File: config.mk
export PLATFORM = sky130hd
export DESIGN_NAME = bram_frame_reader
export DESIGN_NICKNAME = d
export VERILOG_FILES = /design/src/rtl/vga_pkg.sv /design/src/rtl/vga_timing.sv /design/src/rtl/bram_frame_reader.sv
export SDC_FILE = /design/constraint.sdc
export NUM_CORES = 1
export LEC_CHECK = 0
export ABC_CLOCK_PERIOD_IN_PS = 5400
export CAP_MARGIN = 20
export CORE_MARGIN = 2
export CORE_UTILIZATION = 54
export CTS_CLUSTER_DIAMETER = 80
export DETAILED_ROUTE_END_ITERATION = 12
export PLACE_DENSITY = 0.92
export REMOVE_ABC_BUFFERS = 1
export SLEW_MARGIN = 5
export SYNTH_ARGS = -nofsm -noshare
export SYNTH_HDL_FRONTEND = slang
export SYNTH_SLANG_ARGS = --single-unit
File: constraint.sdc
create_clock -name clk -period 5.4 [get_ports clk]
set_input_delay 0.81 -clock clk [delete_from_list [all_inputs] [get_ports clk]]
set_output_delay 0.81 -clock clk [all_outputs]
set_load 0.02 [all_outputs]
File: src/rtl/vga_pkg.sv
// Shared VGA timing constants, frame-buffer geometry and the
// sync bundle carried down the output alignment pipeline.
package vga_pkg;

  localparam int H_ACTIVE = 640;
  localparam int H_FP     = 16;
  localparam int H_SYNC   = 96;
  localparam int H_BP     = 48;
  localparam int H_TOTAL  = H_ACTIVE + H_FP + H_SYNC + H_BP;

  localparam int V_ACTIVE = 480;
  localparam int V_FP     = 10;
  localparam int V_SYNC   = 2;
  localparam int V_BP     = 33;
  localparam int V_TOTAL  = V_ACTIVE + V_FP + V_SYNC + V_BP;

  localparam int FB_WIDTH  = 320;
  localparam int FB_HEIGHT = 240;
  localparam int FB_ADDR_W = 17;
  localparam int PIX_W     = 12;
  localparam int CNT_W     = 10;

  typedef logic [CNT_W-1:0]     cnt_t;
  typedef logic [FB_ADDR_W-1:0] fb_addr_t;
  typedef logic [PIX_W-1:0]     pix_t;

  typedef struct packed {
    logic hsync;
    logic vsync;
    logic blank;
    logic first;
  } sync_t;

  localparam sync_t SYNC_IDLE = '{
    hsync: 1'b1,
    vsync: 1'b1,
    blank: 1'b1,
    first: 1'b0
  };

  // (v>>1)*320 + (h>>1) as shift-adds: 320 = 256 + 64
  function automatic fb_addr_t fb_addr(
    input cnt_t h,
    input cnt_t v
  );
    fb_addr_t x;
    fb_addr_t y;
    x = fb_addr_t'(h[CNT_W-1:1]);
    y = fb_addr_t'(v[CNT_W-1:1]);
    return (y << 8) + (y << 6) + x;
  endfunction

endpackage

File: src/rtl/vga_timing.sv
// VGA raster counters with raw syncs and blank; also exposes the
// next raster position so consumers can pre-register from it.
module vga_timing
  import vga_pkg::*;
#(
  parameter int H_ACT  = H_ACTIVE,
  parameter int H_FPW  = H_FP,
  parameter int H_SYW  = H_SYNC,
  parameter int H_BPW  = H_BP,
  parameter int V_ACT  = V_ACTIVE,
  parameter int V_FPW  = V_FP,
  parameter int V_SYW  = V_SYNC,
  parameter int V_BPW  = V_BP
) (
  input  logic clk,
  input  logic reset,
  output cnt_t hcount,
  output cnt_t vcount,
  output cnt_t h_next,
  output cnt_t v_next,
  output logic next_active,
  output logic hsync,
  output logic vsync,
  output logic blank
);

  localparam int HT = H_ACT + H_FPW + H_SYW + H_BPW;
  localparam int VT = V_ACT + V_FPW + V_SYW + V_BPW;

  localparam cnt_t H_LAST = CNT_W'(HT - 1);
  localparam cnt_t V_LAST = CNT_W'(VT - 1);
  localparam cnt_t H_VIS  = CNT_W'(H_ACT);
  localparam cnt_t V_VIS  = CNT_W'(V_ACT);
  localparam cnt_t HS_BEG = CNT_W'(H_ACT + H_FPW);
  localparam cnt_t HS_END = CNT_W'(H_ACT + H_FPW + H_SYW);
  localparam cnt_t VS_BEG = CNT_W'(V_ACT + V_FPW);
  localparam cnt_t VS_END = CNT_W'(V_ACT + V_FPW + V_SYW);

  always_comb begin
    h_next = hcount + CNT_W'(1);
    v_next = vcount;
    if (hcount == H_LAST) begin
      h_next = '0;
      v_next = (vcount == V_LAST) ? '0 : vcount + CNT_W'(1);
    end
  end

  assign next_active = (h_next < H_VIS) && (v_next < V_VIS);

  always_ff @(posedge clk) begin
    if (reset) begin
      hcount <= '0;
      vcount <= '0;
    end else begin
      hcount <= h_next;
      vcount <= v_next;
    end
  end

  assign hsync = !((hcount >= HS_BEG) && (hcount < HS_END));
  assign vsync = !((vcount >= VS_BEG) && (vcount < VS_END));
  assign blank = !((hcount < H_VIS) && (vcount < V_VIS));

endmodule

File: src/rtl/bram_frame_reader.sv
// 320x240 frame-buffer scan-out to 640x480@60 VGA with 2x pixel
// doubling; syncs delayed to line up with BRAM read data.
module bram_frame_reader
  import vga_pkg::*;
#(
  parameter int H_ACTIVE   = vga_pkg::H_ACTIVE,
  parameter int H_FP       = vga_pkg::H_FP,
  parameter int H_SYNC     = vga_pkg::H_SYNC,
  parameter int H_BP       = vga_pkg::H_BP,
  parameter int V_ACTIVE   = vga_pkg::V_ACTIVE,
  parameter int V_FP       = vga_pkg::V_FP,
  parameter int V_SYNC     = vga_pkg::V_SYNC,
  parameter int V_BP       = vga_pkg::V_BP,
  parameter int RD_LATENCY = 2
) (
  input  logic                 clk,
  input  logic                 reset,
  output logic [FB_ADDR_W-1:0] bram_addr,
  input  logic [PIX_W-1:0]     bram_data,
  output logic [3:0]           vga_r,
  output logic [3:0]           vga_g,
  output logic [3:0]           vga_b,
  output logic                 vga_hsync,
  output logic                 vga_vsync,
  output logic                 vga_blank,
  output logic                 frame_start
);

  localparam int PIPE = RD_LATENCY + 1;

  cnt_t  hcount;
  cnt_t  vcount;
  cnt_t  h_next;
  cnt_t  v_next;
  logic  next_active;
  logic  t_hsync;
  logic  t_vsync;
  logic  t_blank;
  sync_t raw;
  sync_t pipe_q [PIPE];
  pix_t  rgb_q;

  vga_timing #(
    .H_ACT (H_ACTIVE),
    .H_FPW (H_FP),
    .H_SYW (H_SYNC),
    .H_BPW (H_BP),
    .V_ACT (V_ACTIVE),
    .V_FPW (V_FP),
    .V_SYW (V_SYNC),
    .V_BPW (V_BP)
  ) u_timing (
    .clk         (clk),
    .reset       (reset),
    .hcount      (hcount),
    .vcount      (vcount),
    .h_next      (h_next),
    .v_next      (v_next),
    .next_active (next_active),
    .hsync       (t_hsync),
    .vsync       (t_vsync),
    .blank       (t_blank)
  );

  always_comb begin
    raw       = SYNC_IDLE;
    raw.hsync = t_hsync;
    raw.vsync = t_vsync;
    raw.blank = t_blank;
    raw.first = (hcount == '0) && (vcount == '0);
  end

  // Address is taken from the next raster position, so the register
  // holds the address for whatever the counters currently hold.
  always_ff @(posedge clk) begin
    if (reset) begin
      bram_addr <= '0;
    end else if (next_active) begin
      bram_addr <= fb_addr(h_next, v_next);
    end
  end

  always_ff @(posedge clk) begin
    if (reset) begin
      for (int i = 0; i < PIPE; i++) begin
        pipe_q[i] <= SYNC_IDLE;
      end
      rgb_q <= '0;
    end else begin
      pipe_q[0] <= raw;
      for (int i = 1; i < PIPE; i++) begin
        pipe_q[i] <= pipe_q[i-1];
      end
      rgb_q <= pipe_q[PIPE-2].blank ? '0 : bram_data;
    end
  end

  assign vga_r       = rgb_q[11:8];
  assign vga_g       = rgb_q[7:4];
  assign vga_b       = rgb_q[3:0];
  assign vga_hsync   = pipe_q[PIPE-1].hsync;
  assign vga_vsync   = pipe_q[PIPE-1].vsync;
  assign vga_blank   = pipe_q[PIPE-1].blank;
  assign frame_start = pipe_q[PIPE-1].first;

endmodule

==> out/results.ini, run 1 <==
[final_layout]
nets=402
syn_to_final_growth_pct=22.49
final_cell_mix=61 x dfxtp_1, 46 x clkdlybuf4s50_1, 22 x nor2b_1, 22 x ha_1, 20 x o21ai_0
instances_no_fill=441
num_antenna_cells=0
layout_commonest_cell=dfxtp_1
n_fill_cell=423
drive_above_1_share_pct=10.84

[power_and_ir_drop]
seqPwrFrac_pct=50.7
swShare_pct=22.76
ir_drop_mv=0.1943
leakage_nw=1.464
clkPwrFrac_pct=44.6
combPwrFrac_pct=4.7
pwr_density_cell_nw_per_um2=246.8
switching_power_mw=0.2078
p_int_mw=0.7053

[logic_synthesis]
syn-cell-area_um2=3020
synth.avg_cell_area_um2=9.351
synth_top_area_cell=dfxtp_1
yosysUniqueCellTypes=49
ys.flop_type=dfxtp_1
yosys_warnings=0
netlist_instances=323
ys_top_cells_by_area=dfxtp_1 40%, ha_1 9.1%, nor2b_1 4.6%
ys_ff_latch=61
synth_top_area_share_pct=40.43
synth.yosys.seq_area_share_pct=40.43
synth_edf_count=0
async_flop_share_pct=0

[floorplanning]
dieArea_um2=6208
die_w_um=78.79
die_h_um=78.79
row_count=27
pin_count=47
core_um2=5439
start_util_pct=55.53

[clock_tree]
cts-root-buf=clkbuf_8
cts_buffers=9
cts_setup_buffers=0
htreeDepth=3
cts_resized=0
cts_sinks=61
insertion_delay_ps=350
clk_pin_slew_ps=80
clockBufferDepth=2
cts_tree=done
postCtsHoldBufs=0

[sta]
finalSetupViolCount=0
setup_tns_ps=0
skew_ps=10.74
slew_violations=0
relSlewSlack_pct=44.39
max_freq_mhz=217.5
post-route-period-util_pct=85.13
rsz0062_at_grt=false
min_period_ps=4597
hold_viol_final=0
worst_pin_slew_ps=831.5
holdWs_ps=409.5

[global_routing]
grt_usage_pct=22.94
grt_antenna_before_repair=0
grt_pass1_wl_um=11160
overflow=0
grt_start_max_net_pins=29
grt_pass1_vias=2432

[worst_setup_path]
criticalPathCategory=flip-flop to flip-flop
cp_slowest_cell=or4b_2
slowest_delay_ps=600
worst-path-buf-inv=2
endpoint_kind=flip-flop
crit_chain=inv_1 > ha_1 > or4b_2 > nor3_1 > nor2b_1 > o21ai_0 > o31ai_1 > fa_1 > inv_1 > fa_1 > nor2b_1 > o2111ai_1 > a21o_1 > a21oi_1 > nor3_1 > o41ai_1
cp_max_fo=6
cp.required_ps=5640
cp-start-kind=flip-flop
crit_arrival_ps=4840
path_delay_family=simple AND/OR/NAND/NOR gates

[place]
dp_hpwl_um=4576
gp_congestion=0.8791
placed_cells=425
portBuffers=46

[routing]
drt_iter0_drc=174
remaining_drc_errors=0
vias=2482
drtAntennaViolNets=0
first_pass_iters=4
wl_um=6505
avgRoutedWirePerCell_um=14.75
vias_per_cell=5.628

[min_path]
hold_class=flip-flop to flip-flop

[status]
status=finished, final reports clean

[flow_run]
cap_violations=0

-- metal layers --
layer / up-vias / GRT usage [%] / share of wire, %
met5: - / 0 / 0
met4: 0 / 11.93 / 1.9
met3: 12 / 4.432 / 5.3
met2: 87 / 38.55 / 49
met1: 1175 / 27.85 / 44
li1: 1208 / - / -
-- cell usage after synthesis (all sizes together) (2+ instances only) --
cell / number
o31ai: 3
or4b: 3
nor4: 6
clkbuf: 14
inv: 15
nand3: 18
nand2: 17
ha: 22
nand4: 9
xnor2: 9
or2: 6
and4: 2
nor4b: 2
or4: 2
buf: 4
o2111ai: 3
a21o: 3
o21ai: 21
o41ai: 2
fa: 2
dfxtp: 61
nor3: 8
nor2: 17
a21oi: 12
mux2: 6
and2: 13
o21a: 2
xor2: 7
nor2b: 22
-- final cells by class --
class | instances | area, µm² | share of cell area [%]
well taps | 72 | 90.09 | 2.435
repair buffers | 48 | 475.5 | 12.85
inverters | 15 | 56.30 | 1.522
multi-input cells | 229 | 1657 | 44.78
clock buffers | 10 | 137.6 | 3.720
flip-flops and latches | 61 | 1221 | 33.01
clock inverters | 6 | 62.56 | 1.691
-- registers in the layout, summed over array words and instances, names as in the netlist --
name and flops:
bram_addr 17, pipe_q 12, rgb_q 12, u_timing.hcount 10, u_timing.vcount 10
-- power by group through the flow --
stage | Combinational [mW] | Sequential [mW] | Clock (mW)
global route | 0.0469 | 0.463 | 0.431
CTS | 0.0434 | 0.463 | 0.410
detailed placement | 0.0431 | 0.473 | 0
finish | 0.0431 | 0.463 | 0.407
floorplan | 0.0115 | 0.478 | 0
global placement | 0.0422 | 0.473 | 0
-- worst paths after layout --
check,start,to,slack [ps],cells after the start
max,u_timing.vcount[0],bram_addr[15],800,16
min,pipe_q[0][1],pipe_q[0][5],410,1
max reg2reg,u_timing.vcount[0],bram_addr[15],800,16
min reg2reg,pipe_q[0][1],pipe_q[0][5],410,1
-- kinds of logic (layout without fill, tap and decap cells) --
family	after synthesis	after routing	share of synthesized area, %
muxes	7	7	3.314
adders and majority gates	24	24	10.44
buffers and inverters	33	79	4.722
and+or+nand+nor	129	129	25.19
AOI/OAI and AO/OA	53	53	11.27
xor gates and xnor gates	16	16	4.640
DFF	61	61	40.43
-- through the flow --
step | cell area (µm²) | total power [mW] | utilization, % | setup WS (ps)
final | 3700 | 0.9131 | 68.02 | 803.0
after global routing | 3700 | 0.9412 | 68.02 | 305.9
after CTS | 3700 | 0.9163 | 68.02 | 867.4
after detailed placement | 3500 | 0.5160 | 64.34 | 908.4
after global placement | 3500 | 0.5149 | 64.34 | 1153
after floorplan | 2934 | 0.4893 | - | 1368
-- worst register-to-register path: stages (launching register included) --
cell and delay, ps:
dfxtp_1 340, inv_1 130, ha_1 170, or4b_2 600
nor3_1 510, nor2b_1 90, o21ai_0 160, o31ai_1 160
fa_1 580, inv_1 70, fa_1 450, nor2b_1 190
o2111ai_1 170, a21o_1 230, a21oi_1 220, nor3_1 80
o41ai_1 350
Power figures use the tool's default switching activity.
==> run 2, diff against run 1 <==
--- a/config.mk
+++ b/config.mk
@@ -11,7 +11,7 @@
 export CORE_UTILIZATION = 54
 export CTS_CLUSTER_DIAMETER = 80
 export DETAILED_ROUTE_END_ITERATION = 12
-export PLACE_DENSITY = 0.92
+export PLACE_DENSITY_LB_ADDON = 0.3
 export REMOVE_ABC_BUFFERS = 1
 export SLEW_MARGIN = 5
 export SYNTH_ARGS = -nofsm -noshare
==> out/results.ini, run 2 (same netlist as run 1, synthesis figures left out) <==
[final_layout]
num_antenna_cells=0  ; unchanged
largest-register=bram_addr
largest_register_ffs=17  ; unchanged
layout_commonest_cell=dfxtp_1
nets=401  ; -0.25%
instances_no_fill=438  ; -0.68%
syn_to_final_growth_pct=22.20
drive_above_1_share_pct=9.836  ; -1.0 points
top_regs=bram_addr x17, pipe_q x12, rgb_q x12
n_fill_cell=439  ; +3.8%
final_cell_mix=61 x dfxtp_1, 46 x clkdlybuf4s50_1, 22 x nor2b_1, 22 x ha_1, 20 x o21ai_0

[min_path]
hold-path-endpoint=pipe_q[0][5]
min_from=pipe_q[0][1]
hold_class=flip-flop to flip-flop
min_path_cells=1  ; unchanged

[place]
portBuffers=46  ; unchanged
placed_cells=424  ; -0.24%
gp_congestion=0.8712  ; -0.90%
dp_hpwl_um=4201  ; -8.2%
post-place-ws_ps=1005  ; +96.38 ps

[sta]
setup_tns_ps=0  ; unchanged
worst_pin_slew_ps=730.5  ; -101.1 ps
post-route-period-util_pct=84.19  ; -0.94 points
rsz0062_at_grt=false
relSlewSlack_pct=51.29  ; +6.9 points
finalSetupViolCount=0  ; unchanged
slew_violations=0  ; unchanged
hold_viol_final=0  ; unchanged
min_period_ps=4546  ; -50.66 ps
max_freq_mhz=220.0  ; +1.1%
setup_ws_ps=853.7  ; +50.66 ps
skew_ps=6.373  ; -4.365 ps

[routing]
avgRoutedWirePerCell_um=13.97  ; -5.3%
remaining_drc_errors=0  ; unchanged
vias_per_cell=5.514  ; -2.0%
drt_iter0_drc=93  ; -47%
drtAntennaViolNets=0  ; unchanged
vias=2415  ; -2.7%
wl_um=6119  ; -5.9%
first_pass_iters=4  ; unchanged

[worst_setup_path]
criticalPathCategory=flip-flop to flip-flop
crit_chain=inv_1 > ha_1 > or4b_2 > nor3_1 > nor2b_1 > o21ai_0 > o31ai_1 > fa_1 > inv_1 > fa_1 > nor2b_1 > o2111ai_1 > a21o_1 > a21oi_1 > nor3_1 > o41ai_1
ff2ff_path_depth=16  ; unchanged
slowest_delay_ps=600  ; about the same
cp.required_ps=5630  ; about the same
cp-start-kind=flip-flop
ff2ff_setup_slack_ps=850  ; +50 ps
crit_arrival_ps=4780  ; -60 ps
endpoint_kind=flip-flop
cp_max_fo=6  ; unchanged
r2r-end=bram_addr[15]
cp_slowest_cell=or4b_2
reg2reg_from=u_timing.vcount[0]

[clock_tree]
insertion_delay_ps=340  ; about the same
cts_setup_buffers=0  ; unchanged
postCtsHoldBufs=0  ; unchanged
cts_resized=0  ; unchanged
clk_pin_slew_ps=70  ; about the same
cts-root-buf=clkbuf_8
htreeDepth=3  ; unchanged
cts_tree=done
clockBufferDepth=2  ; unchanged
cts_sinks=61  ; unchanged
cts_buffers=9  ; unchanged

[floorplanning]
die_w_um=78.79  ; unchanged
core_um2=5439  ; unchanged
pin_count=47  ; unchanged
dieArea_um2=6208  ; unchanged
row_count=27  ; unchanged
die_h_um=78.79  ; unchanged
start_util_pct=55.53  ; unchanged

[global_routing]
grt_pass1_wl_um=10630  ; -4.8%
grt_start_max_net_pins=52  ; +79%
grt_antenna_before_repair=0  ; unchanged
grt_usage_pct=22.04  ; -0.91 points
overflow=0  ; unchanged
grt_pass1_vias=2373  ; -2.4%

[power_and_ir_drop]
pwr_density_cell_nw_per_um2=248.2  ; +0.55%
leakage_nw=1.467  ; +0.22%
ir_drop_mv=0.2091  ; +7.6%

[status]
status=finished, final reports clean

[flow_run]
cap_violations=0  ; unchanged

run 2: cell count changes in the layout (fill, tap and decap cells not counted):
| cell | previous run | this run |
|---|---|---|
| clkinvlp_4 | 3 | 0 |
| clkbuf_8 | 10 | 12 |
| clkinv_2 | 2 | 0 |
| buf_4 | 2 | 1 |
| clkbuf_1 | 0 | 1 |
run 2: area by class of cell:
class	count	area, µm²	area share (%)
clock inverter	1	30.03	0.8136
timing repair buffer	47	467.9	12.68
tap	72	90.09	2.441
clock buffer	13	168.9	4.576
multi-input combinational	229	1657	44.88
inverter	15	56.30	1.525
sequential	61	1221	33.08
run 2: worst max-delay path by stage:
stage	start	endpoint	slack, ps	cells past startpoint
final	u_timing.vcount[0]	bram_addr[15]	850	16
after global routing	u_timing.vcount[0]	bram_addr[15]	600	16
after floorplan	u_timing.vcount[0]	bram_addr[15]	1370	16
after detailed placement	u_timing.vcount[0]	bram_addr[15]	1000	16
after CTS	u_timing.vcount[0]	bram_addr[15]	930	16
after global placement	u_timing.vcount[0]	bram_addr[15]	1140	16
run 2: report_power, final:
part           switching (mW)  total, mW  internal, mW  leakage (nW)
Combinational          0.0189     0.0422        0.0233         0.871
Clock                   0.165      0.411         0.246         0.102
Sequential            0.00464      0.463         0.458         0.495
run 2: per-stage QoR:
step                total power, mW  utilization [%]  area [µm²]  hold WS, ps
floorplan                    0.4893                -        2934        389.5
global placement             0.5148            64.21        3492        391.3
detailed placement           0.5153            64.21        3492        392.8
CTS                          0.9227            67.86        3691        406.8
global route                 0.9457            67.86        3691        426.2
finish                       0.9160            67.86        3691        406.0
run 2: metal layers:
layer  GRT usage, %  vias to the layer above  share of wire, %
met3          5.682                       18               6.1
met2          33.25                       76                43
met1          28.63                     1110                48
li1               -                     1211                 -
met5              0                        -                 0
met4          12.46                        0               2.4
run 2: critical path: cells and delay by family, from the launching register on:
kind | cells | cell delay [ps]
and+or+nand+nor | 5 | 1480
AOI/OAI and AO/OA | 6 | 1220
adders and majority gates | 3 | 1200
DFF | 1 | 340
buffers and inverters | 2 | 190
==> run 3, diff against run 2 <==
--- a/config.mk
+++ b/config.mk
@@ -5,7 +5,7 @@
 export SDC_FILE = /design/constraint.sdc
 export NUM_CORES = 1
 export LEC_CHECK = 0
-export ABC_CLOCK_PERIOD_IN_PS = 5400
+export ABC_CLOCK_PERIOD_IN_PS = 4300
 export CAP_MARGIN = 20
 export CORE_MARGIN = 2
 export CORE_UTILIZATION = 54
==> constraint.sdc (replaced) <==
create_clock -name clk -period 4.3 [get_ports clk]
set_input_delay 0.645 -clock clk [delete_from_list [all_inputs] [get_ports clk]]
set_output_delay 0.645 -clock clk [all_outputs]
set_load 0.02 [all_outputs]
==> out/results.ini, run 3 (same netlist as run 1, synthesis figures left out) <==
[status]
status=finished, final reports clean

[power_and_ir_drop]
leakage_nw=1.480  ; +0.90%
p_int_mw=0.8104  ; +11%
total_power_mw=1.052  ; +15%
clkPwrFrac_pct=39.6  ; -5.2 points
pwr_density_cell_nw_per_um2=282.7  ; +14%
switching_power_mw=0.2416  ; +28%
ir_drop_mv=0.1819  ; -13%
combPwrFrac_pct=5.1  ; +0.5 points
seqPwrFrac_pct=55.3  ; +4.7 points
swShare_pct=22.97  ; +2.4 points

[final_layout]
n_fill_cell=453  ; +3.2%
largest_register_ffs=17  ; unchanged
final_cell_mix=61 x dfxtp_1, 46 x clkdlybuf4s50_1, 22 x ha_1
layout_commonest_cell=dfxtp_1
num_antenna_cells=0  ; unchanged
largest-register=bram_addr
syn_to_final_growth_pct=23.20
instances_no_fill=446  ; +1.8%
nets=407  ; +1.5%
drive_above_1_share_pct=13.10  ; +3.3 points
top_regs=bram_addr x17, pipe_q x12, rgb_q x12

[routing]
routed-wl-met2_um=2775  ; +5.4%
vias=2462  ; +1.9%
drtAntennaViolNets=0  ; unchanged
avgRoutedWirePerCell_um=14.11  ; +1.0%
drt-met1-wl_um=2887  ; -2.7%
drt_iter0_drc=100  ; +7.5%
remaining_drc_errors=0  ; unchanged
first_pass_iters=4  ; unchanged
wl_um=6295  ; +2.9%
vias_per_cell=5.520  ; +0.12%
dr_wl_met3_um=451  ; +22%
highest_layer=met4

[place]
placed_cells=430  ; +1.4%
gp_congestion=0.9068  ; +4.1%
portBuffers=46  ; unchanged
post-place-ws_ps=42.19  ; -962.6 ps
dp_hpwl_um=4418  ; +5.2%

[global_routing]
overflow=0  ; unchanged
grt_pass1_wl_um=10730  ; +0.91%
grt_antenna_before_repair=0  ; unchanged
grt_start_max_net_pins=28  ; -46%
grt_usage_pct=22.22  ; +0.18 points
grt_pass1_vias=2378  ; +0.21%

[worst_setup_path]
criticalPathCategory=flip-flop to flip-flop
cp.required_ps=4530  ; -1100 ps
cp-start-kind=flip-flop
ff2ff_setup_slack_ps=210  ; -650 ps
crit_arrival_ps=4320  ; -460 ps
reg2reg_from=u_timing.vcount[0]
r2r-end=bram_addr[15]
ff2ff_path_depth=16  ; unchanged
endpoint_kind=flip-flop
cp_max_fo=4  ; -2

[sta]
hold_viol_final=0  ; unchanged
worst_pin_slew_ps=628.2  ; -102.3 ps
post-route-period-util_pct=95.19  ; +11 points
max_freq_mhz=244.3  ; +11%
finalSetupViolCount=0  ; unchanged
slew_violations=0  ; unchanged
setup_ws_ps=206.8  ; -646.9 ps
min_period_ps=4093  ; -453.1 ps
holdWs_ps=407.9  ; +1.901 ps
relSlewSlack_pct=58.12  ; +6.8 points
skew_ps=7.156  ; +0.7828 ps

[clock_tree]
insertion_delay_ps=340  ; about the same
htreeDepth=3  ; unchanged
cts_tree=done
cts_sinks=61  ; unchanged
cts_buffers=9  ; unchanged
clk_pin_slew_ps=60  ; about the same
cts_setup_buffers=0  ; unchanged
clockBufferDepth=2  ; unchanged
cts-root-buf=clkbuf_8

[floorplanning]
dieArea_um2=6208  ; unchanged
pin_count=47  ; unchanged
core_um2=5439  ; unchanged
start_util_pct=55.53  ; unchanged
die_w_um=78.79  ; unchanged
row_count=27  ; unchanged
die_h_um=78.79  ; unchanged

[min_path]
min_path_cells=1  ; unchanged
hold_class=flip-flop to flip-flop
hold-path-endpoint=pipe_q[0][6]
min_from=pipe_q[0][2]

[flow_run]
cap_violations=0  ; unchanged

-- run 3: cell type report --
class / count / area, µm² / share of cell area (%)
timing repair buffer: 53 / 513.0 / 13.79
clock buffer: 11 / 131.4 / 3.531
tap: 72 / 90.09 / 2.421
sequential: 61 / 1221 / 32.82
inverter: 15 / 56.30 / 1.513
clock inverter: 5 / 27.53 / 0.7397
multi-input combinational: 229 / 1682 / 45.19
-- run 3: power groups by stage --
| stage | logic [mW] | registers [mW] | clock network, mW |
|---|---|---|---|
| floorplan | 0.0144 | 0.600 | 0 |
| global placement | 0.0534 | 0.594 | 0 |
| CTS | 0.0544 | 0.581 | 0.430 |
| global route | 0.0584 | 0.582 | 0.452 |
| detailed placement | 0.0539 | 0.594 | 0 |
| finish | 0.0539 | 0.582 | 0.416 |
-- run 3: how the worst max path moves through the flow --
stage / startpoint / endpoint / slack, ps / cells after the start
after floorplan: u_timing.vcount[0] / bram_addr[15] / 270 / 16
after global placement: u_timing.vcount[0] / bram_addr[15] / 210 / 16
after detailed placement: u_timing.vcount[0] / bram_addr[15] / 40 / 16
after CTS: u_timing.vcount[0] / bram_addr[15] / 20 / 16
after global routing: u_timing.vcount[1] / bram_addr[15] / -0.7 / 16
final: u_timing.vcount[0] / bram_addr[15] / 210 / 16
-- run 3: timing repair --
action                                  4_1_cts  5_1_grt
endpoints found under the setup margin        0        1
endpoints found under the hold margin         0        0
hold buffers                                  0        0
gates resized for setup                       0        8
-- run 3: per-layer routing --
metal | vias up | global-route usage, %
li1 | 1217 | -
met1 | 1135 | 27.73
met2 | 91 | 33.93
met3 | 19 | 6.477
met4 | 0 | 13.33
met5 | - | 0
-- run 3: stage by stage --
stage	utilization (%)	cell area [µm²]	setup TNS, ps
2_1_floorplan	-	2934	0
3_3_place_gp	65.03	3537	0
3_5_place_dp	65.03	3537	0
4_1_cts	67.95	3696	0
5_1_grt	68.42	3721	-0.6826
6_report	68.42	3721	0
-- run 3: worst max-delay path: stages, from the launching register on --
cell	delay (ps)
dfxtp_1	350
inv_2	90
ha_1	140
or4b_2	640
nor3_4	220
nor2b_1	70
o21ai_1	170
o31ai_2	130
fa_1	590
inv_1	70
fa_2	410
nor2b_2	140
o2111ai_1	150
a21o_1	240
a21oi_2	180
nor3_1	60
o41ai_1	310
